### src/rtl/result_demux.sv
// result_demux: return-path distributor for the VMU.
// Buffers result vectors in a 2-entry FIFO and offers the head entry to one
// of DEST_NUM destinations (one-hot out_valid, shared out_data). Beats whose
// destination index is out of range are dropped and counted.
// Ports:
//   clk, rst             clock (rising edge), asynchronous active-high reset
//   demux_en             enables input acceptance
//   in_valid/in_ready    input handshake; in_data is the vector, in_sel the destination
//   out_valid/out_ready  per-destination handshake; out_data is the head vector
//   drop_err             1-cycle pulse after an accepted beat with illegal in_sel
//   drop_cnt             saturating count of dropped beats
module result_demux #(
    parameter int unsigned DATA_W   = 16,
    parameter int unsigned OP_NUM   = 8,
    parameter int unsigned DEST_NUM = 6
) (
    input  logic                       clk,
    input  logic                       rst,
    input  logic                       demux_en,
    input  logic                       in_valid,
    output logic                       in_ready,
    input  logic [DATA_W*OP_NUM-1:0]   in_data,
    input  logic [2:0]                 in_sel,
    output logic [DEST_NUM-1:0]        out_valid,
    input  logic [DEST_NUM-1:0]        out_ready,
    output logic [DATA_W*OP_NUM-1:0]   out_data,
    output logic                       drop_err,
    output logic [7:0]                 drop_cnt
);

    localparam int unsigned VEC_W = DATA_W * OP_NUM;
    localparam int unsigned SEL_W = 3;

    localparam logic [1:0] EMPTY = 2'd0;
    localparam logic [1:0] ONE   = 2'd1;
    localparam logic [1:0] FULL  = 2'd2;

    logic [1:0]        state;
    logic [1:0]        state_n;
    logic              wr_ptr;
    logic              rd_ptr;
    logic              rd_ptr_n;
    logic [VEC_W-1:0]  mem_data [2];
    logic [SEL_W-1:0]  mem_sel  [2];

    logic              sel_legal;
    logic              accept;
    logic              push;
    logic              drop;
    logic              pop;
    logic [SEL_W-1:0]  head_sel_n;
    logic [VEC_W-1:0]  head_data_n;
    logic [DEST_NUM-1:0] out_valid_n;
    logic [VEC_W-1:0]  out_data_n;

    // Acceptance depends only on registered occupancy, never on out_ready.
    assign in_ready = demux_en & (state != FULL);

    // Handshake decode and next occupancy state.
    always_comb begin
        sel_legal = (32'(in_sel) < DEST_NUM);
        accept    = in_valid & in_ready;
        push      = accept & sel_legal;
        drop      = accept & ~sel_legal;
        pop       = |(out_valid & out_ready);
        state_n   = state;
        case (state)
            EMPTY: if (push) state_n = ONE;
            ONE: begin
                if (push && !pop)      state_n = FULL;
                else if (!push && pop) state_n = EMPTY;
            end
            FULL:  if (pop) state_n = ONE;
            default: state_n = EMPTY;
        endcase
    end

    // Next head: the beat being written this cycle becomes head when the
    // read pointer lands on the slot it is written to (empty push, or
    // push+pop with one entry buffered).
    always_comb begin
        rd_ptr_n    = rd_ptr ^ pop;
        head_sel_n  = mem_sel[rd_ptr_n];
        head_data_n = mem_data[rd_ptr_n];
        if (push && (wr_ptr == rd_ptr_n)) begin
            head_sel_n  = in_sel;
            head_data_n = in_data;
        end
        out_valid_n = '0;
        out_data_n  = out_data;
        if (state_n != EMPTY) begin
            out_valid_n = DEST_NUM'(1) << head_sel_n;
            out_data_n  = head_data_n;
        end
    end

    // FIFO state, pointers and registered outputs.
    always_ff @(posedge clk or posedge rst) begin
        if (rst) begin
            state     <= EMPTY;
            wr_ptr    <= 1'b0;
            rd_ptr    <= 1'b0;
            out_valid <= '0;
            out_data  <= '0;
        end else begin
            state     <= state_n;
            wr_ptr    <= wr_ptr ^ push;
            rd_ptr    <= rd_ptr_n;
            out_valid <= out_valid_n;
            out_data  <= out_data_n;
        end
    end

    // FIFO storage.
    always_ff @(posedge clk or posedge rst) begin
        if (rst) begin
            mem_data[0] <= '0;
            mem_data[1] <= '0;
            mem_sel[0]  <= '0;
            mem_sel[1]  <= '0;
        end else if (push) begin
            mem_data[wr_ptr] <= in_data;
            mem_sel[wr_ptr]  <= in_sel;
        end
    end

    // Drop reporting; counter saturates at 255.
    always_ff @(posedge clk or posedge rst) begin
        if (rst) begin
            drop_err <= 1'b0;
            drop_cnt <= '0;
        end else begin
            drop_err <= drop;
            if (drop && (drop_cnt != 8'hFF)) begin
                drop_cnt <= drop_cnt + 8'd1;
            end
        end
    end

endmodule
### config.mk
export PLATFORM = sky130hd
export DESIGN_NAME = result_demux
export DESIGN_NICKNAME = d
export VERILOG_FILES = /design/src/rtl/result_demux.sv
export SDC_FILE = /design/constraint.sdc
export NUM_CORES = 1
export LEC_CHECK = 0
export ABC_CLOCK_PERIOD_IN_PS = 45000
export CORE_MARGIN = 4
export CORE_UTILIZATION = 50
export CTS_CLUSTER_SIZE = 12
export DETAILED_ROUTE_END_ITERATION = 10
export PLACE_DENSITY_LB_ADDON = 0.1
export SLEW_MARGIN = 0
export SYNTH_ARGS = -nofsm -noshare
export SYNTH_HDL_FRONTEND = slang
export SYNTH_SLANG_ARGS = --single-unit
### constraint.sdc
create_clock -name clk -period 45 [get_ports clk]
set_clock_uncertainty 0.2 [all_clocks]
set_input_delay 9 -clock clk [delete_from_list [all_inputs] [get_ports clk]]
set_output_delay 9 -clock clk [all_outputs]
set_load 0.01 [all_outputs]
==> impl_metrics.yaml, run 1 <==
run_status:
  status: "finished, final reports clean"
worst_setup_path:
  rrSetupSlack_ns: 41.07
  r2r-start: "state[1]$_DFF_PP0_"
  endpoint_kind: "primary output"
  cpMostUsedCell: "clkdlybuf4s50_1"
  reg2regPathDepth: 6
  cp_slowest_stage_delay_ns: 0.53
  cp_data_arrival_time_ns: 10.11
  critPathKind: "input port to primary output"
  cp.required_ns: 35.80
  critPathLaunch: "demux_en"
  reg2reg_to: "mem_data[128]$_DFFE_PP0P_"
  cp_slowest_cell: "clkdlybuf4s50_1"
  critPathLaunchType: "input port"
  crit_path_end: "in_ready"
  cp_max_fo: 2
  path_cells: "clkdlybuf4s50_1, and2_1, clkdlybuf4s50_1"
layout:
  drive_above_1_share_pct: 22.20
  nNetsFinal: 1891
  fin_area_mm2: 0.02261
  area_growth_syn_to_layout_pct: 24.08
  final_cells: 2243
  multi_input_area_mm2: 0.007388
  n_fill_cell: 2905
  register_area_mm2: 0.01023
power_and_ir_drop:
  p_per_area_mw_per_mm2: 80.66
  switching_share_pct: 36.98
  internal-power_mw: 1.149
  vdd_drop_max_mv: 0.04138
  p_sw_uw: 674.6
  p_comb_share_pct: 45.3
  p_seq_share_pct: 35.7
  p_leak_nw: 9.508
  clkPwrFrac_pct: 19.0
logic_synthesis:
  yosys-top-cells-area: "dfrtp_1 (56%), mux2_2 (16%), and3_1 (4.5%)"
  syn_inst: 1531
  synth_ff_type: "dfrtp_1"
  synth_top_cell_area_share_pct: 56.16
  synth_seq_area_share_pct: 56.16
  yosys_warnings: 0
  synth_area_per_cell_um2: 11.90
  synth_area_leader_cell: "dfrtp_1"
  netlist-cell-type-count: 44
  yosysMostFrequentCell: "dfrtp_1"
  synth-seq-cells: 409
  ys_async_sr_fraction_pct: 100.0
  synth_commonest_cells: "dfrtp_1 (409), mux2_2 (264), o21ai_0 (136)"
  synth-edff-count: 0
  syn-num-nets: 1675
  synth_area_mm2: 0.01822
route:
  dr.max_layer_used: "met5"
  initialDrtViolationCount: 634
  wire_per_inst_um: 21.18
  drtAntennaViolNets: 0
  drc: 0
  firstDrtPassIters: 4
  wl_met1_um: 20520
  wl_met2_um: 22960
  viasPerCell: 5.817
  dr_wl_met3_um: 2900
  dr_total_vias: 13048
  totalWireLength_um: 47500
floorplan:
  io-pin-count: 285
  die-area_mm2: 0.03957
  die_y_um: 198.9
  core.rowCount: 69
  start_util_pct: 50.99
  die_x_um: 198.9
  core_area_mm2: 0.03574
clocking:
  path_clk_slew_ns: 0.06
  insertion_delay_ns: 0.56
  post_cts_buffers: 0
  cts_max_level: 2
  cts_tree: "built"
  cts_hold_buf: 0
  cts_num_sinks: 409
  cts_buffers: 44
  post_cts_resized: 0
  clk_path_buf_depth: 3
  cts-root-buf: "clkbuf_16"
place:
  place_hpwl_um: 26800
  io_buffer_count: 284
  gp_congestion: 0.7595
  dp.cells: 2162
  placed_area_mm2: 0.02121
timing:
  slew-limit-headroom_pct: 25.83
  setup_violations: 0
  rsz0062_at_grt: "false"
  holdWs_ns: 0.2826
  fin_crit_sh_pct: 42.90
  worst_pin_slew_ns: 1.113
  fin_crit_ns: 19.31
  hold_violations: 0
  fmaxAchievable_mhz: 51.80
  drv_slew: 0
  fin_tns_setup_ns: 0
global_routing:
  grtUsageTotal_pct: 23.83
  grt_pass1_wl_um: 75280
  grt-ovfl-total: 0
  grt_pass1_vias: 13713
  antenna_found_initial: 7
  grt_start_max_net_pins: 174
run:
  drv_cap: 0
worst_hold_path:
  hold_path.class: "register to register"
## flip-flops by register name, summed over array words and instances (netlist names)
register / cells
state: 2
rd_ptr: 1
mem_sel: 6
mem_data: 256
drop_cnt: 8
out_valid: 6
out_data: 128
wr_ptr: 1
drop_err: 1
## worst max-delay path: cells and delay by family
family                 cells  cell delay (ns)
AND/OR/NAND/NOR            1             0.11
buffers and inverters      2             0.99
## through the flow
stage	util (%)	worst slack [ns]	total power [mW]
5_1_grt	63.26	25.65	1.959
2_1_floorplan	-	24.42	1.211
6_report	63.27	25.69	1.824
4_1_cts	63.25	25.69	1.841
3_5_place_dp	59.35	25.68	1.490
3_3_place_gp	59.35	25.69	1.463
## power groups by stage
stage | clock, mW | combinational, mW | sequential, mW
floorplan | 0 | 0.552 | 0.659
CTS | 0.355 | 0.835 | 0.651
finish | 0.347 | 0.827 | 0.650
global route | 0.372 | 0.912 | 0.674
detailed placement | 0 | 0.834 | 0.656
global placement | 0 | 0.816 | 0.647
## cells in the final DEF, fill, tap and decap left out, types with 7 or more instances in the layout
cell type and count:
nand2_1 134, clkbuf_16 45, clkbuf_8 12, and3_1 131, inv_1 7, dfrtp_1 409
xnor2_1 7, a211oi_2 37, nand2b_1 8, a211oi_1 91, o21ai_1 120, o21ai_0 136
clkbuf_1 14, mux2_2 263, clkdlybuf4s50_1 284, buf_4 15
## area by class of cell
class / instances / share of cell area, %
Sequential cell: 409 / 45.26
Antenna cell: 3 / 0.03320
Timing Repair Buffer: 300 / 13.16
Inverter: 8 / 0.1660
Tap cell: 461 / 2.551
Clock buffer: 71 / 5.943
Multi-Input combinational cell: 984 / 32.67
Clock inverter: 7 / 0.2158
## worst min-delay path by stage
stage	end	slack [ns]	cells past startpoint	from
after floorplan	mem_data[126]$_DFFE_PP0P_	0.27	1	mem_data[126]$_DFFE_PP0P_
after global placement	out_data[126]$_DFFE_PP0P_	0.26	2	out_data[126]$_DFFE_PP0P_
after detailed placement	out_data[74]$_DFFE_PP0P_	0.27	2	out_data[74]$_DFFE_PP0P_
after CTS	out_data[74]$_DFFE_PP0P_	0.29	2	out_data[74]$_DFFE_PP0P_
after global routing	out_data[105]$_DFFE_PP0P_	0.30	2	out_data[105]$_DFFE_PP0P_
final	out_data[93]$_DFFE_PP0P_	0.28	2	out_data[93]$_DFFE_PP0P_
## logic make-up (layout without fill, tap and decap cells)
group	count (synthesis)	in the layout	synth area share (%)
buffers and inverters	138	386	3.762
XOR/XNOR	8	8	0.3845
other	0	3	0
AND/OR/NAND/NOR	301	301	8.651
multiplexers	268	268	16.55
adder cells (fa/ha/maj)	3	3	0.2060
flip-flops	409	409	56.16
AO/OA/AOI/OAI	404	404	14.28
## routing by layer
| metal | vias to the layer above | GRT usage, % |
|---|---|---|
| met5 | - | 0 |
| met1 | 6655 | 31.19 |
| li1 | 6019 | - |
| met3 | 77 | 6.030 |
| met4 | 10 | 7.345 |
| met2 | 287 | 39.45 |
Power figures use the tool's default switching activity.
==> run 2, diff against run 1 <==
--- a/config.mk
+++ b/config.mk
@@ -5,7 +5,7 @@
 export SDC_FILE = /design/constraint.sdc
 export NUM_CORES = 1
 export LEC_CHECK = 0
-export ABC_CLOCK_PERIOD_IN_PS = 45000
+export ABC_CLOCK_PERIOD_IN_PS = 18650
 export CORE_MARGIN = 4
 export CORE_UTILIZATION = 50
 export CTS_CLUSTER_SIZE = 12
==> constraint.sdc (replaced) <==
create_clock -name clk -period 18.65 [get_ports clk]
set_clock_uncertainty 0.2 [all_clocks]
set_input_delay 3.73 -clock clk [delete_from_list [all_inputs] [get_ports clk]]
set_output_delay 3.73 -clock clk [all_outputs]
set_load 0.01 [all_outputs]
==> impl_metrics.yaml, run 2 (synthesized netlist as in run 1, its figures left out) <==
run_status:
  status: "finished, final reports clean"
place:
  io_buffer_count: 284
  gp_congestion: 0.7369
  place_hpwl_um: 26630
  pre_cts_slack_ns: 9.866
timing:
  fin_crit_sh_pct: 47.09
  fmaxAchievable_mhz: 113.9
  slew-limit-headroom_pct: 24.40
  fin_crit_ns: 8.781
  worst_pin_slew_ns: 1.134
  drv_slew: 0
  hold_violations: 0
  timing.final.ws_setup_ns: 9.869
  setup_violations: 0
  fin_tns_setup_ns: 0
  rsz0062_at_grt: "false"
worst_setup_path:
  cp_max_fo: 2
  critPathLaunch: "demux_en"
  r2r-start: "out_valid[2]$_DFF_PP0_"
  critPathLaunchType: "input port"
  rrSetupSlack_ns: 14.56
  cp_data_arrival_time_ns: 4.85
  reg2regPathDepth: 6
  crit_path_end: "in_ready"
  reg2reg_to: "out_data[119]$_DFFE_PP0P_"
  critPathKind: "input port to primary output"
  cp.required_ns: 14.72
  endpoint_kind: "primary output"
global_routing:
  antenna_found_initial: 4
  grtUsageTotal_pct: 24.04
  grt_start_max_net_pins: 157
  grt_pass1_wl_um: 75990
  grt_pass1_vias: 13632
  grt-ovfl-total: 0
layout:
  nNetsFinal: 1890
  finish.utilization_pct: 63.31
  final_common_cell: "dfrtp_1"
  largest_register: "mem_data"
  drive_above_1_share_pct: 22.33
  final_cell_mix: "dfrtp_1 (409), clkdlybuf4s50_1 (284), mux2_2 (263)"
  n_fill_cell: 2873
  largest_reg_flops: 256
  reg.largest.list: "mem_data (256), out_data (128), drop_cnt (8)"
  area_growth_syn_to_layout_pct: 24.17
route:
  firstDrtPassIters: 5
  initialDrtViolationCount: 635
  totalWireLength_um: 47660
  dr_total_vias: 12980
  wire_per_inst_um: 21.25
  drc: 0
  drtAntennaViolNets: 0
  viasPerCell: 5.787
clocking:
  cts_hold_buf: 0
  insertion_delay_ns: 0.55
  cts_num_sinks: 409
  cts_buffers: 44
  path_clk_slew_ns: 0.06
  post_cts_resized: 0
  clk_path_buf_depth: 3
  cts_tree: "built"
  cts_max_level: 2
  post_cts_buffers: 0
  cts-root-buf: "clkbuf_16"
run:
  drv_cap: 0
floorplan:
  core_area_mm2: 0.03574
  die_y_um: 198.9
  die_x_um: 198.9
  io-pin-count: 285
  core.rowCount: 69
  start_util_pct: 50.99
  die-area_mm2: 0.03957
power_and_ir_drop:
  vdd_drop_max_mv: 0.1669
  p_leak_nw: 9.520
  p_per_area_mw_per_mm2: 194.7
worst_hold_path:
  hold_depth: 2
  hold_path.class: "register to register"
-- run 2: cell count changes in the layout (fill, tap and decap cells not counted), sizes merged --
cell,delta
clkinv,+5
inv,-3
clkbuf,-2
buf,-1
diode,+1
-- run 2: area by class of cell --
| cell class | instances | area, um^2 | share of cell area (%) |
|---|---|---|---|
| Sequential cell | 409 | 10230 | 45.23 |
| Multi-Input combinational cell | 984 | 7388 | 32.65 |
| Timing Repair Buffer | 299 | 2968 | 13.12 |
| Clock buffer | 69 | 1358 | 5.999 |
| Tap cell | 461 | 576.8 | 2.549 |
| Clock inverter | 9 | 56.30 | 0.2488 |
| Inverter | 8 | 37.54 | 0.1659 |
| Antenna cell | 4 | 10.01 | 0.04423 |
-- run 2: where the power goes --
group / leakage, nW / switching [mW] / internal (mW)
sequential: 4.96 / 0.237 / 1.34
combinational: 3.85 / 1.05 / 0.944
clock: 0.704 / 0.345 / 0.498
-- run 2: critical path, cell delays in order --
cell             delay (ns)
clkdlybuf4s50_1        0.46
and2_1                 0.12
clkdlybuf4s50_1        0.54
-- run 2: per-stage QoR --
step                power, mW  cells  hold WS, ns  area [um^2]
finish                  4.407   2243       0.2796        22630
global route            4.728   2240       0.3025        22620
CTS                     4.450   2239       0.2873        22620
detailed placement      3.591   2161       0.2738        21210
global placement        3.526   2161       0.2637        21210
floorplan               2.923   1531       0.2722        18220
-- run 2: how the worst min path moves through the flow --
stage                                    from                   endpoint  slack, ns
global route        out_data[106]$_DFFE_PP0P_  out_data[106]$_DFFE_PP0P_       0.30
CTS                  out_data[24]$_DFFE_PP0P_   out_data[24]$_DFFE_PP0P_       0.29
global placement    out_data[125]$_DFFE_PP0P_  out_data[125]$_DFFE_PP0P_       0.26
finish               out_data[56]$_DFFE_PP0P_   out_data[56]$_DFFE_PP0P_       0.28
detailed placement  out_data[120]$_DFFE_PP0P_  out_data[120]$_DFFE_PP0P_       0.27
floorplan           mem_data[126]$_DFFE_PP0P_  mem_data[126]$_DFFE_PP0P_       0.27
-- run 2: metal layers --
layer | track usage, % | share of wire [%]
met1 | 31.44 | 43
met2 | 39.53 | 48
met3 | 7.114 | 7.1
met4 | 6.510 | 1.9
met5 | 0 | 0.086
